[src/rtl/board_io_ctrl.sv]
// Board I/O glue: button debounce, stretched system reset, USB pad muxing with RX turnaround, LEDs.
// Optional heartbeat LED on led[N_LED-1] when BOARD_IO_HEARTBEAT_EN is defined.
module board_io_ctrl #(
  parameter int N_BTN             = 7,
  parameter int N_LED             = 8,
  parameter int DEBOUNCE_CYCLES   = 48000,
  parameter int RST_BTN           = 0,
  parameter int RESET_HOLD_CYCLES = 4800,
  parameter int TURNAROUND_CYCLES = 2
) (
  input  logic             clk_48mhz,
  input  logic             reset_n,
  input  logic [N_BTN-1:0] btn,
  output logic [N_BTN-1:0] btn_db,
  output logic             sys_reset,
  output logic             wifi_gpio0,
  input  logic             usb_tx_en,
  input  logic             usb_p_tx,
  input  logic             usb_n_tx,
  input  logic             usb_dp_i,
  input  logic             usb_dn_i,
  output logic             usb_dp_o,
  output logic             usb_dn_o,
  output logic             usb_oe,
  output logic             usb_p_rx,
  output logic             usb_n_rx,
  input  logic             pin_led,
  input  logic             boot,
  output logic [N_LED-1:0] led
);

  localparam int DB_W   = (DEBOUNCE_CYCLES   > 0) ? $clog2(DEBOUNCE_CYCLES + 1)   : 1;
  localparam int HOLD_W = (RESET_HOLD_CYCLES > 0) ? $clog2(RESET_HOLD_CYCLES + 1) : 1;
  localparam int TA_W   = (TURNAROUND_CYCLES > 0) ? $clog2(TURNAROUND_CYCLES + 1) : 1;

  localparam logic [DB_W-1:0]   DB_LAST   = DB_W'((DEBOUNCE_CYCLES > 0) ? DEBOUNCE_CYCLES - 1 : 0);
  localparam logic [HOLD_W-1:0] HOLD_LAST = HOLD_W'((RESET_HOLD_CYCLES > 0) ? RESET_HOLD_CYCLES - 1 : 0);
  localparam logic [TA_W-1:0]   TA_LOAD   = TA_W'(TURNAROUND_CYCLES);

  typedef enum logic [1:0] {
    RUN        = 2'd0,
    RST_ACTIVE = 2'd1,
    RST_HOLD   = 2'd2
  } rst_state_e;

  logic [N_BTN-1:0]            sync1_r;
  logic [N_BTN-1:0]            sync2_r;
  logic [N_BTN-1:0]            btn_db_r;
  logic [N_BTN-1:0]            btn_db_nxt_s;
  logic [N_BTN-1:0][DB_W-1:0]  db_cnt_r;
  logic [N_BTN-1:0][DB_W-1:0]  db_cnt_nxt_s;

  rst_state_e                  state_r;
  rst_state_e                  state_nxt_s;
  logic [HOLD_W-1:0]           hold_cnt_r;
  logic [HOLD_W-1:0]           hold_cnt_nxt_s;
  logic                        rst_btn_s;
  logic                        sys_reset_r;

  logic [TA_W-1:0]             ta_cnt_r;
  logic [TA_W-1:0]             ta_cnt_nxt_s;
  logic                        rx_force_s;
  logic                        hb_led_s;

  // Two-flop synchronizer for the raw buttons; released level is 1.
  always_ff @(posedge clk_48mhz or negedge reset_n) begin
    if (!reset_n) begin
      sync1_r <= '1;
      sync2_r <= '1;
    end else begin
      sync1_r <= btn;
      sync2_r <= sync1_r;
    end
  end

  // Per-button stability counter; any agreement with the current debounced level restarts it.
  always_comb begin
    btn_db_nxt_s = btn_db_r;
    db_cnt_nxt_s = '0;
    for (int i = 0; i < N_BTN; i++) begin
      if (sync2_r[i] == btn_db_r[i]) begin
        db_cnt_nxt_s[i] = '0;
      end else if (db_cnt_r[i] == DB_LAST) begin
        btn_db_nxt_s[i] = sync2_r[i];
        db_cnt_nxt_s[i] = '0;
      end else begin
        db_cnt_nxt_s[i] = db_cnt_r[i] + 1'b1;
      end
    end
  end

  // Debounce state registers.
  always_ff @(posedge clk_48mhz or negedge reset_n) begin
    if (!reset_n) begin
      btn_db_r <= '1;
      db_cnt_r <= '0;
    end else begin
      btn_db_r <= btn_db_nxt_s;
      db_cnt_r <= db_cnt_nxt_s;
    end
  end

  // The FSM looks at the debounced value being loaded this cycle, so sys_reset
  // moves on the same edge as btn_db rather than one cycle later.
  assign rst_btn_s = btn_db_nxt_s[RST_BTN];

  // Reset FSM next-state and hold counter.
  always_comb begin
    state_nxt_s    = state_r;
    hold_cnt_nxt_s = '0;
    case (state_r)
      RUN: begin
        if (!rst_btn_s) begin
          state_nxt_s = RST_ACTIVE;
        end else begin
          state_nxt_s = RUN;
        end
      end
      RST_ACTIVE: begin
        if (rst_btn_s) begin
          state_nxt_s = RST_HOLD;
        end else begin
          state_nxt_s = RST_ACTIVE;
        end
      end
      RST_HOLD: begin
        if (!rst_btn_s) begin
          state_nxt_s = RST_ACTIVE;
        end else if (hold_cnt_r >= HOLD_LAST) begin
          state_nxt_s = RUN;
        end else begin
          state_nxt_s    = RST_HOLD;
          hold_cnt_nxt_s = hold_cnt_r + 1'b1;
        end
      end
      default: begin
        state_nxt_s = RST_ACTIVE;
      end
    endcase
  end

  // Reset FSM state and registered sys_reset.
  always_ff @(posedge clk_48mhz or negedge reset_n) begin
    if (!reset_n) begin
      state_r     <= RST_ACTIVE;
      hold_cnt_r  <= '0;
      sys_reset_r <= 1'b1;
    end else begin
      state_r     <= state_nxt_s;
      hold_cnt_r  <= hold_cnt_nxt_s;
      sys_reset_r <= (state_nxt_s != RUN);
    end
  end

  // Turnaround counter: held at full load while transmitting, drains after tx_en drops.
  always_comb begin
    ta_cnt_nxt_s = ta_cnt_r;
    if (usb_tx_en) begin
      ta_cnt_nxt_s = TA_LOAD;
    end else if (ta_cnt_r != '0) begin
      ta_cnt_nxt_s = ta_cnt_r - 1'b1;
    end else begin
      ta_cnt_nxt_s = '0;
    end
  end

  // Turnaround counter register.
  always_ff @(posedge clk_48mhz or negedge reset_n) begin
    if (!reset_n) begin
      ta_cnt_r <= '0;
    end else begin
      ta_cnt_r <= ta_cnt_nxt_s;
    end
  end

  assign rx_force_s = usb_tx_en | (ta_cnt_r != '0);

  // RX sees idle J while our own transmission and its echo are on the bus.
  always_comb begin
    usb_oe   = usb_tx_en;
    usb_dp_o = usb_p_tx;
    usb_dn_o = usb_n_tx;
    if (rx_force_s) begin
      usb_p_rx = 1'b1;
      usb_n_rx = 1'b0;
    end else begin
      usb_p_rx = usb_dp_i;
      usb_n_rx = usb_dn_i;
    end
  end

`ifdef BOARD_IO_HEARTBEAT_EN
  logic [23:0] hb_cnt_r;

  // Heartbeat counter restarts from zero each time the core comes out of reset.
  always_ff @(posedge clk_48mhz or negedge reset_n) begin
    if (!reset_n) begin
      hb_cnt_r <= 24'd0;
    end else if (sys_reset_r) begin
      hb_cnt_r <= 24'd0;
    end else begin
      hb_cnt_r <= hb_cnt_r + 24'd1;
    end
  end

  assign hb_led_s = hb_cnt_r[23] & ~sys_reset_r;
`else
  assign hb_led_s = 1'b0;
`endif

  // LED map; fixed functions take priority over the heartbeat bit.
  always_comb begin
    led = '0;
    for (int i = 0; i < N_LED; i++) begin
      if (i == 0) begin
        led[i] = pin_led;
      end else if (i == 1) begin
        led[i] = sys_reset_r;
      end else if (i == 5) begin
        led[i] = boot;
      end else if (i == N_LED - 1) begin
        led[i] = hb_led_s;
      end else begin
        led[i] = 1'b0;
      end
    end
  end

  assign btn_db     = btn_db_r;
  assign sys_reset  = sys_reset_r;
  assign wifi_gpio0 = btn_db_r[RST_BTN];

endmodule

[config.mk]
export PLATFORM = sky130hd
export DESIGN_NAME = board_io_ctrl
export DESIGN_NICKNAME = d
export VERILOG_FILES = /design/src/rtl/board_io_ctrl.sv
export SDC_FILE = /design/constraint.sdc
export NUM_CORES = 1
export LEC_CHECK = 0
export CORE_ASPECT_RATIO = 0.8
export CORE_UTILIZATION = 45
export CTS_BUF_LIST = sky130_fd_sc_hd__clkbuf_16
export DETAILED_ROUTE_END_ITERATION = 7
export DONT_BUFFER_PORTS = 1
export GPL_TIMING_DRIVEN = 0
export HOLD_SLACK_MARGIN = 0.12
export PLACE_DENSITY = 0.6
export SKIP_CTS_REPAIR_TIMING = 1
export SYNTH_ARGS = -nofsm -noshare
export SYNTH_HDL_FRONTEND = slang
export SYNTH_SLANG_ARGS = --single-unit
[constraint.sdc]
create_clock -name clk_48mhz -period 2.3 [get_ports clk_48mhz]
set_clock_uncertainty 0.2 [all_clocks]
set_input_delay 0.46 -clock clk_48mhz [delete_from_list [all_inputs] [get_ports clk_48mhz]]
set_output_delay 0.46 -clock clk_48mhz [all_outputs]
set_load 0.02 [all_outputs]
**Word level (Yosys, flattened, before mapping)**

Cells that the tools add are included.

- Muxes and demuxes: 28
- Bitwise gates (word level): 7
- Equality and inequality tests: 16
- Add/sub/neg operators: 9
- Reductions and logical operators: 9
- Magnitude comparators: 1

Operators by type and width:

| kind | number |
|---|---|
| 2-to-1 mux 16 bit | 14 |
| adder 16 x 1 -> 16 bit, second input constant | 7 |
| == test 16 bit, second input constant | 7 |
| 2-to-1 mux 13 bit | 3 |
| adder 13 x 1 -> 13 bit, second input constant | 1 |
| >= comparator 13 bit, second input constant | 1 |
| AND reduction 2 bit | 6 |
| 2-to-1 mux 2 bit | 5 |
| == test 1 bit | 7 |
| NOT 1 bit | 6 |
| one-hot mux 2 bit (3 select lines) | 1 |
| 2-to-1 mux 1 bit | 5 |
| nonzero test 2 bit | 2 |
| == test 2 x 1 -> 1 bit, second input constant | 1 |
| == test 2 bit, second input constant | 1 |
| logical NOT 2 bit | 1 |
| subtractor 2 x 1 -> 2 bit, second input constant | 1 |
| bitwise OR 1 bit | 1 |

- Bits in registers: 151
- Bits of input ports: 16

**Longest topological paths before layout**

- Word-level depth: 6
- Depth in mapped cells: 8
- Mapped depth without buffers: 5

**Worst setup path after synthesis**

Ideal clock, no wire load.

- Path type: register to register
- From: reg db_cnt_r[10] (netlist name)
- To: reg state_r[1]
- Arrival: 1.918 ns
- Buffers on the path: 1
- Slack: 0.051 ns
- Stages on the path, launching flop included: 6
- Cell sequence: dfrtp_1 -> or4b_4 -> nor4_4 -> mux2i_2 -> buf_6 -> a21oi_1

- Cells in the longest elaborated chain, start to end: 5
- Elaborated cells between the ends (all ways): 6
- Classes of those cells: 1 x eq/ne; 5 x mux

Ends and longest elaborated chain:

| what | line | RTL |
|---|---|---|
| start, declared | 50 | `logic [N_BTN-1:0][DB_W-1:0] db_cnt_r;` |
| start signal, assigned | 99 | `db_cnt_r <= db_cnt_nxt_s;` |
| == test 16 bit (*) | 83 | `end else if (db_cnt_r[i] == DB_LAST) begin` |
| 2-to-1 mux 1 bit (*) | 83 |  |
| 2-to-1 mux 1 bit (*) | 81 | `if (sync2_r[i] == btn_db_r[i]) begin` |
| 2-to-1 mux 2 bit (on tied branches) | 127, 120 |  |
| one-hot mux 2 bit (3 select lines) (*) | 111 | `case (state_r)` |
| via state_nxt_s[1] | 54 | `rst_state_e state_nxt_s;` |
| end signal, assigned | 149 | `state_r <= state_nxt_s;` |
| end, declared | 53 | `rst_state_e state_r;` |

The timed path passes the listed nets; every way through them passes the cells marked *.
A chain may end at the register's enable or synchronous reset.

**Worst setup path after layout**

Ends and elaborated chain as after synthesis.

==> metrics.log <==
[metrics] cell type with the highest aggregate area in the netlist: dfrtp_1
[metrics] Max VDD drop: 0.501 mV
[metrics] worst reg2reg path startpoint: db_cnt_r[10]
[metrics] design area: 0.00820 sq mm
[metrics] cell area after synthesis: 0.00713 sq mm
[metrics] CTS tree: yes
[metrics] first-pass GRT wire length: 22.9 mm
[metrics] number of top-level design ports: 38
[metrics] depth of the CTS H-tree: 4
[metrics] number of antenna-violating nets in the routed design: 0
[metrics] critical path endpoint category: flip-flop
[metrics] worst hold slack: -0.469 ns
[metrics] Placer Congestion: 0.807
[metrics] post-placement cell area: 0.00741 sq mm
[metrics] Vert. Die Dim: 115 um
[metrics] clock buffer depth: 2
[metrics] most common library cell in the layout ignoring fill and taps: dfrtp_1
[metrics] die area: 0.0164 sq mm
[metrics] Avg Synthesized Cell Area: 10.3 sq um
[metrics] number of distinct library cells after synthesis: 44
[metrics] Min-Delay Path Class: in -> async
[metrics] combined area of the multi-input logic cells: 0.00314 sq mm
[metrics] Antenna Cells: 0
[metrics] count of final max-slew check failures: 0
[metrics] clock latency on the worst-skew pair: 0.42 ns
[metrics] clock transition at the registers of the reported paths: 0.06 ns
[metrics] top cells by area in the synthesized netlist: dfrtp_1 (45%), dfstp_2 (8.5%), xnor2_1 (7.2%)
[metrics] worst setup path class: reg -> reg
[metrics] number of buffers added by the clock tree synthesis step: 17
[metrics] transition time at the pin with the least slew margin: 0.588 ns
[metrics] via-per-instance ratio: 5.23
[metrics] first-pass iteration count of the detailed router: 4
[metrics] outcome: complete, but fails checks
[metrics] number of DRC markers after the initial detailed-route iteration: 235
[metrics] number of cell rows: 40
[metrics] Synth top area share: 44.9%
[metrics] count of yosys warnings during synthesis: 0
[metrics] minimum period implied by the final worst setup slack: 2.27 ns
[metrics] Worst R2R End: state_r[1]
[metrics] count of state elements after synthesis: 151
[metrics] number of fill cells: 1334
[metrics] Worst slew margin: 60.7%
[metrics] number of port buffers: 0
[metrics] Register-to-Register Path Depth: 5
[metrics] failing checks: negative hold slack
[metrics] number of sinks handled by clock tree synthesis: 151
[metrics] startpoint type of the worst setup path: flip-flop
[metrics] setup slack of the worst register-to-register path: 0.03 ns
[metrics] pin count of the biggest net entering global routing: 152
[metrics] vias after detailed routing: 4972
[metrics] most used cells in the layout excluding fill and tap cells: dfrtp_1 (128), nor2_1 (110), xnor2_1 (59), xor2_1 (44), nand3_1 (43)
[metrics] power density relative to cell area: 677 mW/mm^2
[metrics] critical path arrival: 2.38 ns
[metrics] starting utilization of the core area: 46.7%
[metrics] antenna violations before repair: 0
[metrics] CTS Root Buffer Type: clkbuf_16
[metrics] register area share after synthesis: 53.4%
[metrics] via count of the first global-routing pass: 4901
[metrics] maximum operating frequency: 0.440 GHz
[metrics] overall die width: 143 um
[metrics] setup_tns: 0 ns
[metrics] number of max-cap violations: 0
[metrics] final-report setup violation count: 0
[metrics] floorplan core area: 0.0153 sq mm
[metrics] required time at the worst-slack endpoint: 2.40 ns
[metrics] Reg area: 0.00381 sq mm
[metrics] area delta synth->final: 15.0%
[metrics] Total Routing Usage GR: 17.9%
[metrics] Post-Syn Instances: 689
[metrics] final worst path period share: 98.8%
[metrics] Final Hold Vio Count: 151
[metrics] drt total wl: 13.0 mm
[metrics] power consumption: 5.55 mW
[metrics] fraction of final layout cells sized beyond drive strength 1: 15.4%
[metrics] leakage power of the design: 3.34 nW
[metrics] WL per Instance: 13.7 um
[metrics] Final HPWL DP: 8.23 mm
[metrics] overall overflow remaining after global route: 0
[metrics] fin nets: 752
[metrics] drt drc: 0
[metrics] maximum fanout along the worst path: 10
[layout make-up]
type	count	area share [%]
clock inverter	15	1.68
tap	210	3.20
multi-input combinational	492	38.3
timing repair buffer	21	2.17
sequential	151	46.4
clock buffer	17	5.19
buffer	24	2.01
inverter	21	0.961
[through the flow]
step	util, %	cells	worst slack [ns]
final	53.7	951	0.0266
after global routing	53.7	951	-0.0422
after CTS	52.2	935	-0.311
after detailed placement	48.5	903	-0.301
after global placement	48.5	903	-0.326
after floorplan	-	693	0.0508
[power breakdown]
part	total [mW]	internal, mW	switching, mW
Clock	2.64	1.57	1.06
Combinational	0.158	0.0706	0.0876
Sequential	2.75	2.71	0.0415
Total	5.55	4.36	1.19
[cells in the mapped netlist]
library cell / n
dfrtp_1: 128
nor2_1: 110
xnor2_1: 59
xor2_1: 44
nand3_1: 43
nand2_1: 35
nand4_1: 33
dfstp_2: 23
nor4_1: 23
inv_1: 20
nor3_1: 20
a21oi_1: 14
buf_4: 12
and3_1: 11
and4_1: 11
clkbuf_1: 11
ha_1: 8
o21ai_0: 8
nor3_2: 7
or3_1: 7
or4_1: 7
and2_1: 6
buf_2: 5
mux2_2: 5
o31ai_1: 5
a21o_1: 4
nor4b_1: 4
a31o_2: 3
nand2b_1: 3
or2_2: 3
nor3b_1: 2
o41ai_2: 2
or2_1: 2
a41o_1: 1
a41oi_1: 1
and3b_1: 1
buf_6: 1
conb_1: 1
inv_2: 1
mux2_1: 1
mux2i_2: 1
nor4_4: 1
or3b_1: 1
or4b_4: 1
[cells by family (layout without fill, tap and decap cells)]
group	count (synthesis)	after routing	share of synthesized area (%)
flip-flops	151	151	53.4
AO/OA/AOI/OAI	38	38	3.58
multiplexers	7	7	1.14
buffers and inverters	50	98	3.46
XOR/XNOR	103	103	12.7
AND/OR/NAND/NOR	331	331	24.3
other	1	5	0.0526
adder cells (fa/ha/maj)	8	8	1.40
[flip-flops by register name (all words and copies together) (netlist names)]
| name | flops |
|---|---|
| db_cnt_r | 112 |
| hold_cnt_r | 13 |
| btn_db | 7 |
| sync1_r | 7 |
| sync2_r | 7 |
| state_r | 2 |
| ta_cnt_r | 2 |
| sys_reset | 1 |
[worst max path at each step]
stage | endpoint | depth (start not counted) | from | slack [ns]
CTS | db_cnt_r[26] | 6 | db_cnt_r[16] | -0.31
floorplan | state_r[1] | 5 | db_cnt_r[10] | 0.05
finish | state_r[1] | 5 | db_cnt_r[10] | 0.03
global placement | db_cnt_r[29] | 6 | db_cnt_r[16] | -0.33
detailed placement | db_cnt_r[23] | 6 | db_cnt_r[16] | -0.30
global route | state_r[1] | 5 | db_cnt_r[10] | -0.04
[worst max-delay path, cell delays in order, from the launching register on]
cell and delay [ns]:
dfrtp_1 0.45, or4b_4 0.55, nor4_4 0.29, mux2i_4 0.38, buf_6 0.21, a21oi_1 0.07
[per-layer routing]
metal / vias up / routed length [um] / GRT usage, %
met5: - / 0 / 0
met4: 0 / 240 / 8.32
met3: 20 / 432 / 4.81
met2: 77 / 6020 / 27.0
met1: 2416 / 6300 / 24.0
li1: 2459 / - / -
No activity file was read; power rests on OpenSTA's default activity.
==> RTL edit (same settings) <==
Change the parameter `TURNAROUND_CYCLES` from 2 to 4.
--- a/src/rtl/board_io_ctrl.sv
+++ b/src/rtl/board_io_ctrl.sv
@@ -6,7 +6,7 @@
   parameter int DEBOUNCE_CYCLES   = 48000,
   parameter int RST_BTN           = 0,
   parameter int RESET_HOLD_CYCLES = 4800,
-  parameter int TURNAROUND_CYCLES = 2
+  parameter int TURNAROUND_CYCLES = 4
 ) (
   input  logic             clk_48mhz,
   input  logic             reset_n,
Formal check against the unedited RTL: not equivalent (a bounded check fails within 4 cycles, from zero or initial values and one cycle with reset_n low).
==> RTL edit against the unedited design <==
  * The flow still finishes with violations (negative hold slack)
  * Sequential cell count grew 1
  * Critical path type is now register to output pin
  * Power increased by 9.2%
  * Worst hold slack better by 0.013 ns
  * Worst setup slack improved by 0.030 ns
  * Largest power group is now the clock network
  * Design area rose by 2.4%
  * Area after synthesis rose by 2.5%
  * Routed wire length grew 0.80%
==> RTL edit: results (changes against the unedited design) <==
\begin{tabular}{lr}
\hline
Metric & Value \\
\hline
\multicolumn{2}{l}{\textbf{Outcome}} \\
Status & finished with violations \\
Failing checks & negative hold slack \\
\multicolumn{2}{l}{\textbf{Drt}} \\
Wire length per cell after detailed routing & 13.7 um (about the same) \\
Number of DRC markers in iteration 0 & 205 (-13\%) \\
Vias post-DR & 4,996 (+0.48\%) \\
\multicolumn{2}{l}{\textbf{Setup path}} \\
Arrival time at the worst endpoint & 1.58 ns (-0.80 ns) \\
\multicolumn{2}{l}{\textbf{Timing}} \\
Worst hold margin & -0.456 ns (+0.0128 ns) \\
Hold Violations, Final & 152 (+0.66\%) \\
\multicolumn{2}{l}{\textbf{Place}} \\
Placed Instance Area & 0.00759 mm2 (+2.5\%) \\
Final RePlAce weighted congestion & 0.798 (-1.0\%) \\
HPWL after detailed placement & 8.48 mm (+3.0\%) \\
Pre-CTS worst setup slack & -0.0779 ns (+0.223 ns) \\
Placed Cells incl. Taps & 917 (+1.6\%) \\
\multicolumn{2}{l}{\textbf{Cells and area}} \\
Net count reported at finish & 757 (+0.66\%) \\
Number of non-filler instances in the completed layout & 959 (+0.84\%) \\
Fraction of final layout cells sized beyond drive strength 1 & 15.2\% (-0.20 points) \\
Filler instances & 1,440 (+7.9\%) \\
Total area of sequential cells & 0.00383 mm2 (+0.66\%) \\
\multicolumn{2}{l}{\textbf{GRT}} \\
Via count of the first global-routing pass & 4,920 (+0.39\%) \\
Maximum number of pins on one net before global-route repair & 153 (+0.66\%) \\
Global-route wire length before repair & 22.7 mm (-0.60\%) \\
Total routing usage reported by global routing & 17.2\% (-0.69 points) \\
\multicolumn{2}{l}{\textbf{Logic synthesis}} \\
Fraction of synthesized cell area taken by the top area cell type & 44.2\% (-0.77 points) \\
Cell types with the highest counts after synthesis & 129 x sky130\_fd\_sc\_hd\_\_dfrtp\_1, 111 x sky130\_fd\_sc\_hd\_\_nor2\_1, 54 x sky130\_fd\_sc\_hd\_\_xnor2\_1, 50 x sky130\_fd\_sc\_hd\_\_xor2\_1, 45 x sky130\_fd\_sc\_hd\_\_nand3\_1 \\
Biggest area contributors in the synthesized netlist & sky130\_fd\_sc\_hd\_\_dfrtp\_1 44\%, sky130\_fd\_sc\_hd\_\_dfstp\_2 8.3\%, sky130\_fd\_sc\_hd\_\_xnor2\_1 6.5\% \\
\multicolumn{2}{l}{\textbf{Pwr}} \\
Leakage power & 0.00350 uW (+4.8\%) \\
\hline
\end{tabular}
==> RTL edit: worst max-delay path, stage by stage, from the launching register on <==
cell and delay, ns:
sky130_fd_sc_hd__dfrtp_1 0.40, sky130_fd_sc_hd__nor2_2 0.16, sky130_fd_sc_hd__ha_2 0.19, sky130_fd_sc_hd__or3b_4 0.42
==> RTL edit: cell families after synthesis <==
kind of cell | after synthesis | share of synthesized area (%)
simple gates | 339 | 25.2
buf+inv | 49 | 3.68
fa+ha+maj | 10 | 1.71
other cells | 1 | 0.0513
compound gates | 36 | 3.34
mux | 7 | 1.11
xor+xnor | 104 | 12.5
flops | 152 | 52.4
==> RTL edit: final cells by class <==
cell class / instances / share of cell area (%)
Tap cell: 215 / 3.20
Multi-Input combinational cell: 501 / 38.8
Buffer: 27 / 2.25
Clock buffer: 17 / 5.07
Clock inverter: 15 / 2.76
Timing Repair Buffer: 13 / 1.40
Inverter: 19 / 0.849
Sequential cell: 152 / 45.6
==> RTL edit: routing by layer <==
layer	track usage (%)	part of all wire, %	vias up
met5	0	0	-
met2	27.0	46	51
met3	4.79	2.9	11
met1	22.7	50	2459
met4	6.11	1.1	0
li1	-	-	2475
==> RTL edit: final timing paths <==
path                               from           end  slack [ns]  cells after the start
max                         ta_cnt_r[0]      usb_p_rx        0.06                      3
min                             reset_n  db_cnt_r[83]       -0.46                      0
max reg2reg                db_cnt_r[48]  db_cnt_r[60]        0.12                      7
min reg2reg                  sync1_r[0]    sync2_r[0]        0.16                      0
max in group asynchronous       reset_n     sys_reset        2.04                      0
min in group clk_48mhz       sync1_r[0]    sync2_r[0]        0.16                      0
==> RTL edit: power by group <==
part           leakage (uW)  switching (uW)  internal (uW)
logic               0.00116             100           87.5
registers           0.00202            47.4           2740
clock network      0.000329            1070           2020
total               0.00350            1220           4840
